`src/rtl/mult8_arbiter.sv`:
```
// rtl/mult8_arbiter.sv - round-robin sequencer sharing one sequential 8x8 multiplier between two ports
module mult8_arbiter #(
  parameter int unsigned TIMEOUT_CYCLES = 32
) (
  input  logic        wb_clk_i,
  input  logic        wb_rst_ni,
  input  logic [1:0]  req_valid_i,
  input  logic [15:0] req_a_i,
  input  logic [15:0] req_b_i,
  output logic [1:0]  req_ready_o,
  output logic [1:0]  rsp_valid_o,
  input  logic [1:0]  rsp_ready_i,
  output logic [15:0] rsp_prod_o,
  output logic        rsp_err_o,
  output logic        mul_start_o,
  output logic [7:0]  mul_a_o,
  output logic [7:0]  mul_b_o,
  input  logic        mul_done_i,
  input  logic [15:0] mul_prod_i,
  output logic        busy_o,
  output logic [15:0] op_count_o
);

  typedef enum logic [1:0] {S_IDLE, S_ISSUE, S_WAIT, S_RESP} state_t;

  localparam logic [7:0] WD_LAST = 8'(TIMEOUT_CYCLES - 1);

  state_t     state, state_nx;
  logic       grant_q;
  logic       last_q;
  logic       grant_sel;
  logic       req_any;
  logic       wd_expired;
  logic [7:0] wd_q;

  assign req_any    = |req_valid_i;
  assign wd_expired = (wd_q == WD_LAST);
  // Contention goes to the port that did not win last time.
  assign grant_sel  = (req_valid_i == 2'b11) ? ~last_q : req_valid_i[1];

  always_ff @(posedge wb_clk_i or negedge wb_rst_ni) begin
    if (!wb_rst_ni) state <= S_IDLE;
    else            state <= state_nx;
  end

  always_comb begin
    state_nx = state;
    case (state)
      S_IDLE:  if (req_any) state_nx = S_ISSUE;
      S_ISSUE: state_nx = S_WAIT;
      S_WAIT:  if (mul_done_i || wd_expired) state_nx = S_RESP;
      S_RESP:  if (rsp_ready_i[grant_q]) state_nx = S_IDLE;
      default: state_nx = S_IDLE;
    endcase
  end

  always_ff @(posedge wb_clk_i or negedge wb_rst_ni) begin
    if (!wb_rst_ni) begin
      grant_q     <= 1'b0;
      last_q      <= 1'b1;
      wd_q        <= 8'd0;
      req_ready_o <= 2'b00;
      mul_start_o <= 1'b0;
      mul_a_o     <= 8'd0;
      mul_b_o     <= 8'd0;
      rsp_prod_o  <= 16'd0;
      rsp_err_o   <= 1'b0;
      op_count_o  <= 16'd0;
    end else begin
      req_ready_o <= 2'b00;
      mul_start_o <= 1'b0;
      case (state)
        S_IDLE: begin
          if (req_any) begin
            grant_q     <= grant_sel;
            last_q      <= grant_sel;
            req_ready_o <= grant_sel ? 2'b10 : 2'b01;
            mul_start_o <= 1'b1;
            mul_a_o     <= grant_sel ? req_a_i[15:8] : req_a_i[7:0];
            mul_b_o     <= grant_sel ? req_b_i[15:8] : req_b_i[7:0];
          end
        end
        S_ISSUE: wd_q <= 8'd0;
        S_WAIT: begin
          wd_q <= wd_q + 8'd1;
          // A done strobe in the expiry cycle still delivers the real product.
          if (mul_done_i) begin
            rsp_prod_o <= mul_prod_i;
            rsp_err_o  <= 1'b0;
          end else if (wd_expired) begin
            rsp_prod_o <= 16'd0;
            rsp_err_o  <= 1'b1;
          end
        end
        S_RESP: if (rsp_ready_i[grant_q]) op_count_o <= op_count_o + 16'd1;
        default: ;
      endcase
    end
  end

  assign busy_o      = (state != S_IDLE);
  assign rsp_valid_o = (state == S_RESP) ? (grant_q ? 2'b10 : 2'b01) : 2'b00;

endmodule

```
`config.mk`:
```
export PLATFORM = sky130hd
export DESIGN_NAME = mult8_arbiter
export DESIGN_NICKNAME = d
export VERILOG_FILES = /design/src/rtl/mult8_arbiter.sv
export SDC_FILE = /design/constraint.sdc
export NUM_CORES = 1
export LEC_CHECK = 0
export CAP_MARGIN = 25
export CORE_MARGIN = 2
export CORE_UTILIZATION = 47
export DETAILED_ROUTE_END_ITERATION = 16
export PLACE_DENSITY = 0.85
export SLEW_MARGIN = 15
export SYNTH_ARGS = -nofsm -noshare
export SYNTH_HDL_FRONTEND = slang
export SYNTH_SLANG_ARGS = --single-unit
```
`constraint.sdc`:
```
create_clock -name wb_clk_i -period 4.4 [get_ports wb_clk_i]
set_clock_uncertainty 0.05 [all_clocks]
set_input_delay 0.44 -clock wb_clk_i [delete_from_list [all_inputs] [get_ports wb_clk_i]]
set_output_delay 0.44 -clock wb_clk_i [all_outputs]
set_load 0.01 [all_outputs]
```
Word-level counts from Yosys, hierarchy flattened
Index checks and enable logic that the tools add are counted.
{"block": "totals", "register_bits": 64}
{"block": "classes", "mux": 21, "addsub": 2, "n_bitwise": 1, "n_lt_le_gt_ge": 1, "n_reduce_logical": 10, "eq_ne": 8}
{"cell": "16-bit two-way mux", "count": 2}
{"cell": "16-bit by 1-bit adder with 16-bit output (second input constant)", "count": 1}
{"cell": "2-bit two-way mux", "count": 8}
{"cell": "8-bit two-way mux", "count": 2}
{"cell": "8-bit case mux with 2 select lines", "count": 1}
{"cell": "8-bit by 1-bit adder with 8-bit output (second input constant)", "count": 1}
{"cell": "8-bit by 5-bit == test with 1-bit output (second input constant)", "count": 1}
{"cell": "2-bit case mux with 4 select lines", "count": 1}
{"cell": "1-bit two-way mux", "count": 7}
{"cell": "2-bit == test (second input constant)", "count": 3}
{"cell": "2-bit != test (second input constant)", "count": 3}
{"cell": "2-bit AND reduction", "count": 3}
{"cell": "2-bit nonzero test", "count": 3}
{"cell": "3-bit AND reduction", "count": 1}
{"cell": "2-bit by 1-bit == test with 1-bit output (second input constant)", "count": 1}
{"cell": "2-bit logical NOT", "count": 1}
{"cell": "1-bit by 2-bit less-than comparator with 1-bit output (second input constant)", "count": 1}
{"cell": "2-bit OR reduction", "count": 1}
{"cell": "1-bit logical OR", "count": 1}
{"cell": "1-bit NOT", "count": 1}

Depth between registers and ports, before layout
Gate-level depths: netlist (run 1).
{"block": "depth", "ltp_word": 5, "mapped_depth": 7}

Least setup slack after synthesis (run 1)
Ideal clock, no wire load.
{"block": "synth_path", "kind": "register -> register", "start": "register state[1]", "end": "register wd_q[6]", "t_arrival_ns": 1.528, "path_stages_with_launch": 8, "setup_ns": 0.066, "path_slack_ns": 2.757, "required_ns": 4.284, "cell_sequence": "dfrtp_1 inv_1 ha_1 buf_2 inv_1 or4_1 nand2_1 a22o_1"}
{"block": "synth_between", "elab_chain_len": 2}
{"element": "start, declared", "line": "28", "text": "state_t state, state_nx;"}
{"element": "start signal, assigned", "line": "43", "text": "else state <= state_nx;"}
{"element": "2-bit == test or 2-bit by 1-bit == test with 1-bit output (tied branches)", "line": "72", "text": "case (state)"}
{"element": "8-bit case mux with 2 select lines or 2-bit nonzero test (tied branches)"}
{"element": "end signal, assigned", "line": "85", "text": "wd_q <= wd_q + 8'd1;"}
{"element": "end, declared", "line": "34", "text": "logic [7:0] wd_q;"}
Several ways; a longest one is shown, not always the timed one.
A chain may end at the register's enable or synchronous reset.

Worst setup path after layout (run 1)
{"block": "layout_path", "start": "register state[1]", "end": "output port busy_o"}
{"block": "layout_between", "elab_chain_len": 1}
{"element": "2-bit nonzero test", "line": "101", "text": "assign busy_o = (state != S_IDLE);"}
{"element": "end, declared", "line": "20", "text": "output logic busy_o,"}
No other way between the ends.

==> results of run 1 <==
## how the worst max path moves through the flow
| stage | startpoint | to |
|---|---|---|
| floorplan | state[1]$_DFFE_PN0P_ | wd_q[6]$_DFFE_PN0P_ |
| global placement | req_valid_i[1] | mul_a_o[3]$_DFFE_PN0P_ |
| detailed placement | req_valid_i[1] | mul_a_o[3]$_DFFE_PN0P_ |
| CTS | state[0]$_DFFE_PN0P_ | busy_o |
| global route | state[1]$_DFFE_PN0P_ | busy_o |
| finish | state[1]$_DFFE_PN0P_ | busy_o |
## registers in the layout (all words and copies together) (netlist names)
register     flops
req_ready_o      2
op_count_o      16
mul_a_o          8
state            2
wd_q             8
grant_q          1
rsp_prod_o      16
mul_start_o      1
last_q           1
mul_b_o          8
rsp_err_o        1
## layout make-up
type | instances | area [um2]
clock buffers | 10 | 127.6
clock inverters | 6 | 107.6
flip-flops and latches | 64 | 1603
multi-input cells | 162 | 1121
repair buffers | 112 | 1112
well taps | 75 | 93.84
inverters | 9 | 33.78
fillers | 411 | 1652
## per-layer routing
metal,GRT usage,wire length [um],up-vias
met3,0.04333,323,12
li1,-,-,1094
met2,0.3533,3353,77
met4,0.09831,106,0
met1,0.2318,2636,1146
met5,0,0,-
## metrics by stage
stage          cell area (um2)  setup WS, ns
3_3_place_gp              3953         1.910
4_1_cts                   4188         2.116
5_1_grt                   4199         2.045
6_report                  4199         2.122
2_1_floorplan             2814         2.757
3_5_place_dp              3953         1.826
## cells by family (layout without fill, tap and decap cells)
| kind of cell | count (synthesis) | count (layout) | synth area share |
|---|---|---|---|
| xor gates and xnor gates | 17 | 17 | 0.05291 |
| and+or+nand+nor | 69 | 69 | 0.1312 |
| DFF | 64 | 64 | 0.5696 |
| muxes | 14 | 14 | 0.05158 |
| buffers and inverters | 20 | 137 | 0.03334 |
| AOI/OAI and AO/OA | 57 | 57 | 0.1392 |
| adders and majority gates | 5 | 5 | 0.02223 |
## where the power goes
part	total, mW	leakage [nW]	internal (mW)	switching (mW)
sequential	0.929	0.821	0.795	0.134
combinational	1.02	0.925	0.555	0.467
clock	0.597	0.116	0.374	0.223
total	2.55	1.86	1.72	0.824
## placed cells by master, fill, tap and decap left out, types with 7 or more instances in the layout
master / count
dfrtp_1: 63
nand2_1: 29
a22oi_1: 7
clkdlybuf4s50_1: 108
a22o_1: 20
o21ai_0: 22
nand3_1: 7
and3_1: 7
xnor2_1: 13
inv_1: 9
mux2i_1: 12
clkbuf_8: 9
## critical path, cell delays in order, from the launching register on
cell	delay, ns
dfrtp_1	0.38
inv_1	0.07
ha_1	0.24
inv_1	0.19
clkdlybuf4s50_1	0.57
==> summary.md, run 1 <==
| Metric | Value |
|---|---|
| Hold WS | 0.06373 ns |
| Drt wl/cell | 14.66 um |
| Layout cells sized above 1 | 0.07713 |
| Worst endpoint required time | 3.91 ns |
| Tcrit/Tclk final | 0.5178 |
| R2R setup slack | 2.53 ns |
| Critical path arrival | 1.79 ns |
| Commonest cells in the synthesized netlist | dfrtp_1, nand2_1, o21ai_0, a22o_1, xnor2_1 |
| I/O Buffers | 109 |
| Seq/Total Area, Yosys | 0.5696 |
| Unrepaired setup endpoints after global routing | no |
| Synth Net Count | 306 |
| CTS sink cnt | 64 |
| Row count | 28 |
| HP Class | input port to asynchronous set/reset pin |
| Initial Util | 0.4810 |
| DR vias/cell | 5.317 |
| Clk root buf | clkbuf_8 |
| Setup tns final | 0 ns |
| VDD IR max | 0.3023 mV |
| Slew HR | 0.5293 |
| Startpoint types | flop |
| Post-synth ARST share | 1.000 |
| Number of distinct library cells after synthesis | 37 |
| Leakage | 1.862 nW |
| Setup bufs post-CTS | 0 |
| Dpl hpwl | 4.690 mm |
| Core ar. | 0.005851 mm2 |
| Layout area overhead | 49.22% |
| Initial antenna violation count | 0 |
| Outcome | complete, no violations |
| Max-slew violation count | 0 |
| Yosys reg bits | 64 |
| Worst Tran Pin Value | 0.7059 ns |
| DRC | 0 |
| Area of the die | 0.006622 mm2 |
| Final cell count without fillers | 438 |
| Syn. warnings | 0 |
| Syn Std Cell Area | 0.002814 mm2 |
| R2R depth | 5 |
| Longest Clk Path Bufs | 2 |
| CP Max Fanout | 7 |
| DR vias | 2329 |
| Fin crit period | 2.278 ns |
| Initial detailed-routing violation count | 94 |
| Synth top area cells | dfrtp_1, a22o_1, mux2i_1 |
| Synth top area share | 0.5602 |
| Final hold vios | 0 |
| Post-synth top flop | dfrtp_1 |
| Final setup fails | 0 |
| First-pass DRT Iterations | 4 |
| DRT Wirelength | 6.419 mm |
| RR Endpoint | rsp_prod_o[3]$_DFFE_PN0P_ |
| Largest net degree at the start of global routing | 38 |
| Cts hold-fix bufs | 0 |
| Grt ovf | 0 |
| Vias in the first global route | 2273 |
| CTS tree | built |
| Worst r2r src | wd_q[0]$_DFFE_PN0P_ |
| Total Routing Usage GR | 0.2014 |
| Power density over cell area | 607.0 mW/mm2 |
| IO Pins | 110 |
| RD Place Congestion | 0.7892 |
| Post-Route Utilization | 0.7177 |
| Max capacitance violation total | 0 |
| Final nets | 418 |
| Tot Pwr | 2.549 mW |
| Antenna diodes | 0 |
| Top-count cell post-synth | dfrtp_1 |
| Cells after DPL | 421 |
| DIE WIDTH | 81.38 um |
| Post-synth EDFFs | 0 |
| First-pass GRT wire length | 10.16 mm |
| CTS Buf Count | 9 |
| Skew-Pair Late Insertion Delay | 0.33 ns |
| Cell count after synthesis | 246 |
| Post-cts resize count | 0 |
| Setup crit end kind | output port |
| Syn avg cell area | 11.44 um2 |
| Die height | 81.38 um |
| CTS H-tree lvls | 3 |
| Clock slew at reported path FFs | 0.07 ns |
| Critical path class | flop to output port |
| Post-synthesis cell type with the largest combined area | dfrtp_1 |
| F_max | 0.4389 GHz |
| Final antenna-violating net count | 0 |
(Power assumes the default switching activity.)
==> run 2: changes to the inputs <==
--- a/config.mk
+++ b/config.mk
@@ -7,9 +7,9 @@
 export LEC_CHECK = 0
 export CAP_MARGIN = 25
 export CORE_MARGIN = 2
-export CORE_UTILIZATION = 47
+export CORE_UTILIZATION = 44
 export DETAILED_ROUTE_END_ITERATION = 16
-export PLACE_DENSITY = 0.85
+export PLACE_DENSITY = 0.81
 export SLEW_MARGIN = 15
 export SYNTH_ARGS = -nofsm -noshare
 export SYNTH_HDL_FRONTEND = slang
==> constraint.sdc (replaced) <==
create_clock -name wb_clk_i -period 2.1 [get_ports wb_clk_i]
set_clock_uncertainty 0.05 [all_clocks]
set_input_delay 0.21 -clock wb_clk_i [delete_from_list [all_inputs] [get_ports wb_clk_i]]
set_output_delay 0.21 -clock wb_clk_i [all_outputs]
set_load 0.01 [all_outputs]
==> summary.md, run 2 (synthesized netlist as in run 1, its figures left out) <==
| Metric | Value |
|---|---|
| Drt wl/cell | 15.05 um |
| Tcrit/Tclk final | 0.9727 |
| Crit path buf inv count | 1 |
| Most frequent cells in the layout | clkdlybuf4s50_1, dfrtp_1, nand2_1, o21ai_0, a22o_1 |
| Initial Util | 0.4483 |
| Clock slew at reported path FFs | 0.07 ns |
| Outcome | complete, no violations |
| Antenna diodes | 0 |
| Highest metal used | met4 |
| Setup tns final | 0 ns |
| Critical path arrival | 1.78 ns |
| Layout area overhead | 50.02% |
| CTS sink cnt | 64 |
| DIE WIDTH | 83.97 um |
| First-pass GRT wire length | 11.26 mm |
| F_max | 0.4896 GHz |
| Post-Route Utilization | 0.6725 |
| CTS Buf Count | 9 |
| Worst endpoint required time | 1.84 ns |
| Row count | 29 |
| Filler cell count | 491 |
| CP Launch Point | state[1]$_DFFE_PN0P_ |
| HP Class | input port to asynchronous set/reset pin |
| Slowest cell delay on critical path | 0.60 ns |
| Cell family with most CP delay | buffers and inverters |
| Worst Tran Pin Value | 0.7202 ns |
| CTS tree | built |
| Critical path class | flop to output port |
| Fin crit period | 2.043 ns |
| Final setup fails | 0 |
| WL met2 | 3.450 mm |
| DRT Wirelength | 6.651 mm |
| Final nets | 420 |
| Most common cell after layout, fill and taps aside | clkdlybuf4s50_1 |
| Final hold vios | 0 |
| DR vias | 2308 |
| IO Pins | 110 |
| Unrepaired setup endpoints after global routing | no |
| Leakage | 1.866 nW |
| RD Place Congestion | 0.7824 |
| Final cell count without fillers | 442 |
| Cells after DPL | 424 |
| Dpl hpwl | 4.843 mm |
| Total Routing Usage GR | 0.2021 |
| Vias in the first global route | 2387 |
| Setup bufs post-CTS | 0 |
| I/O Buffers | 109 |
| Worst r2r src | state[1]$_DFFE_PN0P_ |
| Largest net degree at the start of global routing | 46 |
| First-pass DRT Iterations | 4 |
| Core ar. | 0.006277 mm2 |
| Max-slew violation count | 0 |
| Worst path slowest cell | clkdlybuf4s50_1 |
| Skew-Pair Late Insertion Delay | 0.34 ns |
| Longest Clk Path Bufs | 2 |
| Grt ovf | 0 |
| Max capacitance violation total | 0 |
| CP Max Fanout | 7 |
| Startpoint types | flop |
| VDD IR max | 0.6522 mV |
| Setup crit end kind | output port |
| Final antenna-violating net count | 0 |
| Met3 Wirelength | 281 um |
| Met1 WL | 2.744 mm |
| Slew HR | 0.5198 |
| Area of the die | 0.007051 mm2 |
| Hold WS | 0.2980 ns |
| Layout cells sized above 1 | 0.08493 |
| Initial antenna violation count | 0 |
| Die height | 83.97 um |
| DRC | 0 |
| Clk root buf | clkbuf_8 |
| Worst-path cell chain | ha_1, nor2b_1, clkdlybuf4s50_1 |
| Top Registers | op_count_o (16), rsp_prod_o (16) |
| CTS H-tree lvls | 3 |
| Power density over cell area | 1257 mW/mm2 |
| DR vias/cell | 5.222 |
| Initial detailed-routing violation count | 89 |
run 2: worst paths after layout:
| path | end | slack (ns) | cells past startpoint |
|---|---|---|---|
| setup / recovery | rsp_valid_o[0] | 0.06 | 3 |
| hold / removal | op_count_o[9]$_DFFE_PN0P_ | 0.30 | 2 |
| setup reg to reg | wd_q[6]$_DFFE_PN0P_ | 0.23 | 6 |
| hold reg to reg | mul_a_o[0]$_DFFE_PN0P_ | 0.43 | 2 |
| max in group asynchronous | last_q$_DFFE_PN1P_ | 1.05 | 3 |
| min in group wb_clk_i | rsp_prod_o[3]$_DFFE_PN0P_ | 0.41 | 2 |
run 2: through the flow:
step | total power [mW] | cell area [um2] | worst slack (ns)
floorplan | 2.984 | 2814 | 0.4567
global placement | 4.059 | 3979 | 0.2172
detailed placement | 4.133 | 3979 | 0.1197
CTS | 5.329 | 4210 | 0.01930
global route | 5.638 | 4222 | 0.01252
finish | 5.305 | 4222 | 0.05731
run 2: repair_timing:
item,in CTS,in global routing
hold buffers,1,0
endpoints found under the hold margin,19,0
endpoints found under the setup margin,0,1
gates resized for setup,0,1
run 2: layout make-up:
cell class	instances	area, um2	area share
Clock inverter	5	80.08	0.01897
Tap cell	77	96.34	0.02282
Timing Repair Buffer	114	1142	0.2706
Multi-Input combinational cell	162	1125	0.2664
Sequential cell	64	1603	0.3797
Inverter	9	33.78	0.008002
Clock buffer	11	141.4	0.03349
run 2: report_power, final:
group	switching (mW)	total, mW	internal, mW
logic	0.996	2.18	1.18
clock network	0.478	1.18	0.699
registers	0.286	1.95	1.67
run 2: per-layer routing:
| metal | GRT usage | vias up |
|---|---|---|
| li1 | - | 1099 |
| met1 | 0.2464 | 1123 |
| met2 | 0.3447 | 71 |
| met3 | 0.04055 | 15 |
| met4 | 0.09238 | 0 |
| met5 | 0 | - |
run 2: worst register-to-register path, cell delays in order, from the launching register on:
cell and delay (ns):
dfrtp_1 0.39, inv_1 0.08, ha_1 0.43, inv_1 0.19, or4_1 0.49, nand2_1 0.08, a22o_1 0.12
